**src/rtl/rf_riscv_sb_if.sv**
```systemverilog
// Register-file / scoreboard port bundle: read ports, writeback, issue reservation.
// The master drives addresses, writeback and issue requests; the slave is the register file.
interface rf_riscv_sb_if #(
  parameter int XLEN = 32,
  parameter int NREG = 32
);
  localparam int AW = $clog2(NREG);

  logic [AW-1:0]   read_addr1_i;
  logic [AW-1:0]   read_addr2_i;
  logic [XLEN-1:0] read_data1_o;
  logic [XLEN-1:0] read_data2_o;
  logic            busy1_o;
  logic            busy2_o;
  logic            write_enable_i;
  logic [AW-1:0]   write_addr_i;
  logic [XLEN-1:0] write_data_i;
  logic            issue_valid_i;
  logic [AW-1:0]   issue_rd_i;
  logic            issue_ready_o;
  logic [AW:0]     busy_count_o;

  modport master (
    output read_addr1_i, read_addr2_i, write_enable_i, write_addr_i, write_data_i,
           issue_valid_i, issue_rd_i,
    input  read_data1_o, read_data2_o, busy1_o, busy2_o, issue_ready_o, busy_count_o
  );

  modport slave (
    input  read_addr1_i, read_addr2_i, write_enable_i, write_addr_i, write_data_i,
           issue_valid_i, issue_rd_i,
    output read_data1_o, read_data2_o, busy1_o, busy2_o, issue_ready_o, busy_count_o
  );
endinterface

```
**src/rtl/rf_riscv_sb.sv**
```systemverilog
// RISC-V integer register file with a busy-bit scoreboard for in-flight writebacks.
// Two combinational read ports, one writeback port, one destination-reservation port.
module rf_riscv_sb #(
  parameter int XLEN   = 32,
  parameter int NREG   = 32,
  parameter int BYPASS = 1
) (
  input  logic          clk_i,
  input  logic          rst_ni,
  rf_riscv_sb_if.slave  bus
);
  localparam int AW = $clog2(NREG);

  logic [XLEN-1:0] regs_q [NREG];
  logic [NREG-1:0] busy_q, busy_d;
  logic [AW:0]     count_q, count_d;

  logic wr_en;
  logic fwd1, fwd2;
  logic issue_ready;
  logic issue_set;

  function automatic logic [AW:0] popcount(input logic [NREG-1:0] v);
    logic [AW:0] c;
    c = '0;
    for (int i = 0; i < NREG; i++) c = c + {{AW{1'b0}}, v[i]};
    return c;
  endfunction

  assign wr_en = bus.write_enable_i && (bus.write_addr_i != '0);

  // Same-cycle writeback is visible to readers only when forwarding is enabled.
  assign fwd1 = (BYPASS != 0) && wr_en && (bus.write_addr_i == bus.read_addr1_i);
  assign fwd2 = (BYPASS != 0) && wr_en && (bus.write_addr_i == bus.read_addr2_i);

  assign bus.read_data1_o = (bus.read_addr1_i == '0) ? '0 :
                            fwd1 ? bus.write_data_i : regs_q[bus.read_addr1_i];
  assign bus.read_data2_o = (bus.read_addr2_i == '0) ? '0 :
                            fwd2 ? bus.write_data_i : regs_q[bus.read_addr2_i];

  assign bus.busy1_o = busy_q[bus.read_addr1_i] && !fwd1;
  assign bus.busy2_o = busy_q[bus.read_addr2_i] && !fwd2;

  // A writeback landing on the requested register this cycle frees it for re-reservation.
  assign issue_ready = !busy_q[bus.issue_rd_i] || (bus.issue_rd_i == '0) ||
                       (bus.write_enable_i && (bus.write_addr_i == bus.issue_rd_i));
  assign bus.issue_ready_o = issue_ready;
  assign issue_set = bus.issue_valid_i && issue_ready && (bus.issue_rd_i != '0);

  always_comb begin
    busy_d = busy_q;
    if (wr_en)     busy_d[bus.write_addr_i] = 1'b0;
    if (issue_set) busy_d[bus.issue_rd_i]   = 1'b1;
    count_d = popcount(busy_d);
  end

  assign bus.busy_count_o = count_q;

  always_ff @(posedge clk_i or negedge rst_ni) begin
    if (!rst_ni) begin
      busy_q  <= '0;
      count_q <= '0;
    end else begin
      busy_q  <= busy_d;
      count_q <= count_d;
    end
  end

  always_ff @(posedge clk_i or negedge rst_ni) begin
    if (!rst_ni) begin
      for (int i = 0; i < NREG; i++) regs_q[i] <= '0;
    end else if (wr_en) begin
      regs_q[bus.write_addr_i] <= bus.write_data_i;
    end
  end
endmodule

```
**src/flat_wrapper.sv**
```systemverilog
// flat-port wrapper written by rule: the top's interface ports become plain ports
module rf_riscv_sb_flat 
#(
  parameter int XLEN   = 32,
  parameter int NREG   = 32,
  parameter int BYPASS = 1
)
  (clk_i, rst_ni, bus_read_addr1_i, bus_read_addr2_i, bus_write_enable_i, bus_write_addr_i, bus_write_data_i, bus_issue_valid_i, bus_issue_rd_i, bus_read_data1_o, bus_read_data2_o, bus_busy1_o, bus_busy2_o, bus_issue_ready_o, bus_busy_count_o);
  rf_riscv_sb_if #(.XLEN(XLEN), .NREG(NREG)) bus_i ();
  input  logic clk_i;
  input  logic rst_ni;
  input wire logic [$bits(bus_i.read_addr1_i)-1:0] bus_read_addr1_i;
  input wire logic [$bits(bus_i.read_addr2_i)-1:0] bus_read_addr2_i;
  input wire logic [$bits(bus_i.write_enable_i)-1:0] bus_write_enable_i;
  input wire logic [$bits(bus_i.write_addr_i)-1:0] bus_write_addr_i;
  input wire logic [$bits(bus_i.write_data_i)-1:0] bus_write_data_i;
  input wire logic [$bits(bus_i.issue_valid_i)-1:0] bus_issue_valid_i;
  input wire logic [$bits(bus_i.issue_rd_i)-1:0] bus_issue_rd_i;
  output wire logic [$bits(bus_i.read_data1_o)-1:0] bus_read_data1_o;
  output wire logic [$bits(bus_i.read_data2_o)-1:0] bus_read_data2_o;
  output wire logic [$bits(bus_i.busy1_o)-1:0] bus_busy1_o;
  output wire logic [$bits(bus_i.busy2_o)-1:0] bus_busy2_o;
  output wire logic [$bits(bus_i.issue_ready_o)-1:0] bus_issue_ready_o;
  output wire logic [$bits(bus_i.busy_count_o)-1:0] bus_busy_count_o;
  assign bus_i.read_addr1_i = bus_read_addr1_i;
  assign bus_i.read_addr2_i = bus_read_addr2_i;
  assign bus_i.write_enable_i = bus_write_enable_i;
  assign bus_i.write_addr_i = bus_write_addr_i;
  assign bus_i.write_data_i = bus_write_data_i;
  assign bus_i.issue_valid_i = bus_issue_valid_i;
  assign bus_i.issue_rd_i = bus_issue_rd_i;
  assign bus_read_data1_o = bus_i.read_data1_o;
  assign bus_read_data2_o = bus_i.read_data2_o;
  assign bus_busy1_o = bus_i.busy1_o;
  assign bus_busy2_o = bus_i.busy2_o;
  assign bus_issue_ready_o = bus_i.issue_ready_o;
  assign bus_busy_count_o = bus_i.busy_count_o;
  rf_riscv_sb #(.XLEN(XLEN), .NREG(NREG), .BYPASS(BYPASS)) u_core (.clk_i(clk_i), .rst_ni(rst_ni), .bus(bus_i));
endmodule
```
**config.mk**
```make
export PLATFORM = sky130hd
export DESIGN_NAME = rf_riscv_sb_flat
export DESIGN_NICKNAME = d
export VERILOG_FILES = /design/src/rtl/rf_riscv_sb_if.sv /design/src/rtl/rf_riscv_sb.sv /design/src/flat_wrapper.sv
export SDC_FILE = /design/constraint.sdc
export NUM_CORES = 2
export LEC_CHECK = 0
export ABC_CLOCK_PERIOD_IN_PS = 7600
export BUFFER_PORTS_ARGS = -buffer_cell sky130_fd_sc_hd__buf_2
export CAP_MARGIN = 20
export CORE_AREA = 2 2 488 248
export DETAILED_ROUTE_END_ITERATION = 12
export DIE_AREA = 0 0 490 250
export GPL_TIMING_DRIVEN = 0
export HOLD_SLACK_MARGIN = 0.03
export PLACE_DENSITY_LB_ADDON = 0.05
export REMOVE_ABC_BUFFERS = 1
export SKIP_CTS_REPAIR_TIMING = 1
export SKIP_LAST_GASP = 1
export SLEW_MARGIN = 20
export SYNTH_ARGS = -nofsm -noshare
export SYNTH_HDL_FRONTEND = slang
export SYNTH_SLANG_ARGS = --single-unit
```
**constraint.sdc**
```tcl
create_clock -name clk_i -period 7.6 [get_ports clk_i]
set_clock_uncertainty 0.1 [all_clocks]
set_input_delay 0.38 -clock clk_i [delete_from_list [all_inputs] [get_ports clk_i]]
set_output_delay 0.38 -clock clk_i [all_outputs]
set_load 0.01 [all_outputs]
```
* After elaboration in Yosys (flattened, before gate mapping)
Cells that the tools add are included.
** Operators by class
- Reductions and logical operators :: 21
- Equal/unequal tests :: 3
- Muxes and demuxes :: 25
- Add/subtract/negate cells :: 31
- Magnitude comparators :: 10
- Bitwise operators :: 6
** Operators by type and width (count)
- 1024-bit bitwise mux :: 1
- 32-bit 2-to-1 mux :: 11
- 32-bit binary-select mux with 5-bit select :: 2
- 6-bit by 1-bit adder with 6-bit output :: 30
- 32-bit demux with 5-bit select :: 1
- 32-bit AND :: 1
- 32-bit inverter :: 1
- 32-bit bitwise OR :: 1
- 5-bit by 6-bit less-than comparator with 1-bit output, second input constant :: 4
- 6-bit greater-or-equal comparator, second input constant :: 3
- 5-bit inverter with 6-bit output :: 3
- 1-bit binary-select mux with 5-bit select :: 3
- 5-bit equality test :: 3
- 5-bit logical NOT :: 3
- 1-bit logical AND :: 11
- 1-bit demux with 5-bit select :: 2
- 5-bit by 1-bit greater-or-equal comparator with 1-bit output, second input constant :: 2
- 5-bit nonzero test :: 2
- 6-bit by 1-bit less-than comparator with 1-bit output, second input constant :: 1
- 1-bit 2-to-1 mux :: 5
- 1-bit logical NOT :: 3
- 1-bit by 1-bit adder with 2-bit output :: 1
- 1-bit logical OR :: 2
** Storage, ports and cells
- Logic and storage cells :: 130
- Input port bits :: 56
- Flip-flop bits (word level) :: 1062
- Output and inout bits :: 73

* Longest topological paths before layout
- Depth in word-level cells :: 40
- Depth in mapped cells :: 26
- Gate-level depth less buffers :: 23

* Worst setup path before layout
No wires, ideal clock.
- Path type :: input port to flip-flop
- From :: in bus_issue_rd_i[4]
- To :: reg u_core.count_q[4], in the netlist u_core.bus.busy_count_o[4]
- Data required time :: 7420 ps
- Path slack :: 1250 ps
- Stages on the path :: 23
- Buffers on the path :: 1
- Arrival :: 6170 ps
- Library setup time :: 80 ps
- Cell sequence :: buf_4 -> or3b_2 -> o22ai_1 -> nor4_1 -> a31oi_2 -> nor2_4 -> a32o_1 -> ha_1 -> fa_1 -> inv_1 -> fa_1 -> fa_1 -> fa_1 -> inv_1 -> fa_1 -> fa_1 -> inv_1 -> fa_1 -> inv_1 -> fa_1 -> a21o_1 -> a21oi_1 -> xnor2_1
** Between the ends
- Word-level cells in the longest chain between the ends :: 39
- Elaborated cells on any way between the ends :: 49
- Those cells by class :: add/sub: 31; order compare: 2; eq/ne: 1; mux: 5; bitwise: 1; reduce/logical: 9
** RTL lines
- start: declaration :: RTL line flat_wrapper.sv:18 : input wire logic [$bits(bus_i.issue_rd_i)-1:0] bus_issue_rd_i;
- parallel branches: the longest is 7 deep, another holds 5-bit by 6-bit less-than comparator with 1-bit output
- 32-bit 2-to-1 mux * :: RTL line rf_riscv_sb.sv:53 : if (issue_set) busy_d[bus.issue_rd_i] = 1'b1;
- net u_core.busy_d[1] :: RTL line rf_riscv_sb.sv:15 : logic [NREG-1:0] busy_q, busy_d;
- 1-bit by 1-bit adder with 2-bit output * :: RTL line rf_riscv_sb.sv:26 : for (int i = 0; i < NREG; i++) c = c + {{AW{1'b0}}, v[i]};
- 6-bit by 1-bit adder with 6-bit output * (30 in a row) :: RTL line rf_riscv_sb.sv:26
- net u_core.count_d[4] :: RTL line rf_riscv_sb.sv:16 : logic [AW:0] count_q, count_d;
- end signal: assignment :: RTL line rf_riscv_sb.sv:65 : count_q <= count_d;
- end: declaration :: RTL line rf_riscv_sb.sv:16
Mark *: on every way through the listed nets, which the timed path passes. The select of a mux whose other input is x is not followed.
A chain may end at the register's enable or synchronous reset.

* Worst setup path after layout
- From :: in bus_write_addr_i[4]
- To :: reg u_core.count_q[4], in the netlist u_core.bus.busy_count_o[4]
** Between the ends
- Word-level cells in the longest chain between the ends :: 40
- Elaborated cells on any way between the ends :: 48
- Those cells by class :: add/sub: 31; order compare: 2; eq/ne: 1; mux: 4; bitwise: 3; reduce/logical: 7
** RTL lines
- start: declaration :: RTL line flat_wrapper.sv:15 : input wire logic [$bits(bus_i.write_addr_i)-1:0] bus_write_addr_i;
- 5-bit by 6-bit less-than comparator with 1-bit output (implied by the code) / 5-bit by 1-bit greater-or-equal comparator with 1-bit output (equally long branches) :: RTL line rf_riscv_sb.sv:52 : if (wr_en) busy_d[bus.write_addr_i] = 1'b0;
- 1-bit logical AND (implied by the code) :: RTL line rf_riscv_sb.sv:52
- 1-bit 2-to-1 mux (implied by the code) :: RTL line rf_riscv_sb.sv:52
- 1-bit demux with 5-bit select
- 32-bit inverter (no source line)
- 32-bit AND (no source line)
- 32-bit 2-to-1 mux :: RTL line rf_riscv_sb.sv:52
- 32-bit bitwise OR (no source line)
- 32-bit 2-to-1 mux * :: RTL line rf_riscv_sb.sv:53
- net u_core.busy_d[1] :: RTL line rf_riscv_sb.sv:15
- 1-bit by 1-bit adder with 2-bit output * :: RTL line rf_riscv_sb.sv:26
- 6-bit by 1-bit adder with 6-bit output * (30 in a row) :: RTL line rf_riscv_sb.sv:26
- net u_core.count_d[4] :: RTL line rf_riscv_sb.sv:16
The timed path passes the listed nets; every way through them passes the cells marked *.

==> flow_metrics.env <==
export IMPL_ir_worst_vdd_uv=443
export IMPL_slew_headroom_pct=15.6
export IMPL_endpoint_kind="flop"
export IMPL_worst_slew_pin_slew_ns=1.26
export IMPL_power_share_switching_pct=32.1
export IMPL_worst_slack_ns=0.305
export IMPL_syn_to_final_growth_pct=11.6
export IMPL_grt_pass1_vias=38598
export IMPL_die_area_mm2=0.123
export IMPL_power_frac_seq_pct=40.9
export IMPL_async_flop_share_pct=100
export IMPL_cts_sink_count=1062
export IMPL_fin_crit_sh_pct=96.0
export IMPL_drt_initial_drc_count=4620
export IMPL_cts_made_buffers=100
export IMPL_die_width_um=490
export IMPL_final_cells=5864
export IMPL_cts_tree="done"
export IMPL_die_h_um=250
export IMPL_drtAntennaViolNets=0
export IMPL_rr_endpoint="u_core.bus.busy_count_o[4]$_DFF_PN0_"
export IMPL_core_mm2=0.119
export IMPL_utilization_pct=55.1
export IMPL_grt_antenna_before_repair=13
export IMPL_place_hpwl_um=134000
export IMPL_start_kind="input port"
export IMPL_routed_via_density=6.79
export IMPL_place_congestion=0.829
export IMPL_outcome="finished clean"
export IMPL_drc=0
export IMPL_yosys_area_top_type="dfrtp_1"
export IMPL_crit_slowest_cell="nor3_1"
export IMPL_ios=129
export IMPL_ys_warn_count=0
export IMPL_synthesis_area_mm2=0.0586
export IMPL_grt_max_degree=130
export IMPL_crit_buf_inv=5
export IMPL_finalNetCount=4261
export IMPL_slowest_delay_ns=0.74
export IMPL_syn_instance_count=4257
export IMPL_maxCapViolations=0
export IMPL_rrSetupSlack_ns=0.39
export IMPL_io_buffers=128
export IMPL_pwr_share_clk_pct=28.0
export IMPL_synth_top_cell_area_share_pct=45.4
export IMPL_vias=39837
export IMPL_drt_pass1_iterations=6
export IMPL_cp_common_cell="fa_1"
export IMPL_fmax_mhz=137
export IMPL_routed_wl_um=209000
export IMPL_drive_gt1_share_pct=45.9
export IMPL_final_cell_mix="1,062 x dfrtp_1, 1,032 x mux2_2, 413 x mux4_2"
export IMPL_clockBufferDepth=3
export IMPL_grtUsageTotal_pct=34.0
export IMPL_wl_per_cell_um=35.6
export IMPL_layout_commonest_cell="dfrtp_1"
export IMPL_path_delay_family="adder cells"
export IMPL_finalSetupViolCount=0
export IMPL_hold_path_class="in2async"
export IMPL_synth_edf_count=0
export IMPL_leakagePower_nw=28.7
export IMPL_internal_power_mw=12.7
export IMPL_fin_tns_setup_ns=0
export IMPL_required_ns=8.12
export IMPL_clk_latency_ns=0.71
export IMPL_p_comb_share_pct=31.1
export IMPL_synth_seq_area_share_pct=45.4
export IMPL_overflow=0
export IMPL_crit_fanout=14
export IMPL_ys_ff_latch=1062
export IMPL_start_util_pct=49.3
export IMPL_rr_startpoint="u_core.busy_q[2]$_DFF_PN0_"
export IMPL_numPlacedInstances=5675
export IMPL_reg2regPathDepth=22
export IMPL_synth_cell_types=75
export IMPL_ys_flop_type="dfrtp_1"
export IMPL_clk_pin_slew_ns=0.07
export IMPL_hold_viol=0
export IMPL_dp_slack_ns=-0.355
export IMPL_synth_area_leaders="dfrtp_1 45%, mux2_2 20%, mux4_2 16%"
export IMPL_min_period_ns=7.29
export IMPL_critical_path_class="in2reg"
export IMPL_grt_pass1_wl_um=299000
export IMPL_power_switching_mw=6.00
export IMPL_grt_setup_unrepaired="no"
export IMPL_cts_root_buf="clkbuf_16"
export IMPL_htree_levels=3
export IMPL_path_cells="buf_2, nand2b_1, nor3_1, nand2_4, a32o_1, ha_1, fa_1, inv_1, fa_1, fa_1, fa_1, inv_1, fa_1, fa_1, inv_1, fa_1, inv_1, fa_1, a21o_1, a21oi_1, xnor2_1"
export IMPL_arrival_ns=7.82
export IMPL_rows=90
export IMPL_powerDensity_mw_per_mm2=286
export IMPL_fill_cells=9734
export IMPL_avgSynthCellArea_um2=13.8
export IMPL_slew_violations=0
==> state kept, by name (all words and copies together), names as in the netlist <==
register                 flops
u_core.busy_q               32
u_core.regs_q             1024
u_core.bus.busy_count_o      6
==> layer usage <==
metal | up-vias | share of wire, % | GRT usage (%)
met3 | 280 | 11 | 10.2
met5 | - | 0.10 | 1.00
met1 | 21544 | 46 | 52.5
met2 | 1956 | 41 | 46.7
met4 | 8 | 2.3 | 7.91
li1 | 16049 | - | -
==> final cells by class <==
type	count	area, um2	share of cell area (%)
multi-input cells	2687	29900	45.7
inverters	53	203	0.310
clock buffers	151	2950	4.51
well taps	1610	2010	3.08
clock inverters	27	319	0.488
diodes	5	12.5	0.0191
repair buffers	269	3440	5.26
flip-flops and latches	1062	26600	40.6
==> cell usage after synthesis (53+ instances only) <==
library cell,instances
o22ai_1,146
nand2_1,216
clkbuf_1,220
o21ai_0,63
buf_2,144
mux2_2,1032
a21oi_1,53
mux2i_1,217
dfrtp_1,1062
mux4_2,413
a22oi_1,60
nor2_1,78
==> power by group through the flow <==
| stage | registers [mW] | clock network, mW | logic, mW |
|---|---|---|---|
| CTS | 7.60 | 5.31 | 5.79 |
| global placement | 7.68 | 0 | 5.70 |
| finish | 7.65 | 5.23 | 5.81 |
| detailed placement | 7.69 | 0 | 5.76 |
| floorplan | 7.42 | 0 | 4.04 |
| global route | 7.78 | 5.53 | 6.41 |
==> cells by family (layout without fill, tap and decap cells) <==
group	Yosys count	after routing	share of synthesized area, %
xor gates and xnor gates	18	18	0.269
adders and majority gates	32	32	0.991
other	0	5	0
DFF	1062	1062	45.4
AOI/OAI and AO/OA	502	502	5.95
buffers and inverters	509	500	4.21
muxes	1663	1663	39.4
and+or+nand+nor	471	472	3.78
==> metrics by stage <==
stage	cell area (um2)	hold WS [ns]	total power, mW
after floorplan	56300	-0.0156	11.5
after global placement	59000	0.278	13.4
after detailed placement	62100	0.199	13.5
after CTS	65300	-0.566	18.7
after global routing	65400	0.0587	19.7
final	65400	0.0546	18.7
==> worst reg2reg max path: stages, from the launching register on <==
cell and delay (ns):
dfrtp_1 0.42, mux2i_1 0.40, o22ai_1 0.16, or4_4 0.59, a21oi_4 0.17, buf_12 0.15
nand2_4 0.06, o21ai_1 0.26, fa_1 0.52, inv_1 0.11, fa_1 0.50, fa_1 0.50
fa_1 0.49, inv_1 0.05, fa_1 0.62, fa_1 0.47, inv_1 0.11, fa_1 0.30
inv_1 0.13, fa_1 0.48, a21o_1 0.22, a21oi_1 0.17, xnor2_1 0.16
==> worst max path at each step <==
stage	depth (start not counted)	end	slack, ns	from
6_report	21	u_core.bus.busy_count_o[4]$_DFF_PN0_	0.31	bus_write_addr_i[4]
3_3_place_gp	1	u_core.regs_q[626]$_DFFE_PN0P_	-18.37	rst_ni
2_1_floorplan	17	u_core.bus.busy_count_o[4]$_DFF_PN0_	0.72	bus_write_enable_i
4_1_cts	22	u_core.bus.busy_count_o[4]$_DFF_PN0_	0.18	u_core.busy_q[23]$_DFF_PN0_
5_1_grt	21	u_core.bus.busy_count_o[4]$_DFF_PN0_	0.13	bus_write_addr_i[4]
3_5_place_dp	23	u_core.bus.busy_count_o[4]$_DFF_PN0_	-0.36	bus_issue_rd_i[1]
Power figures use the tool's default switching activity.
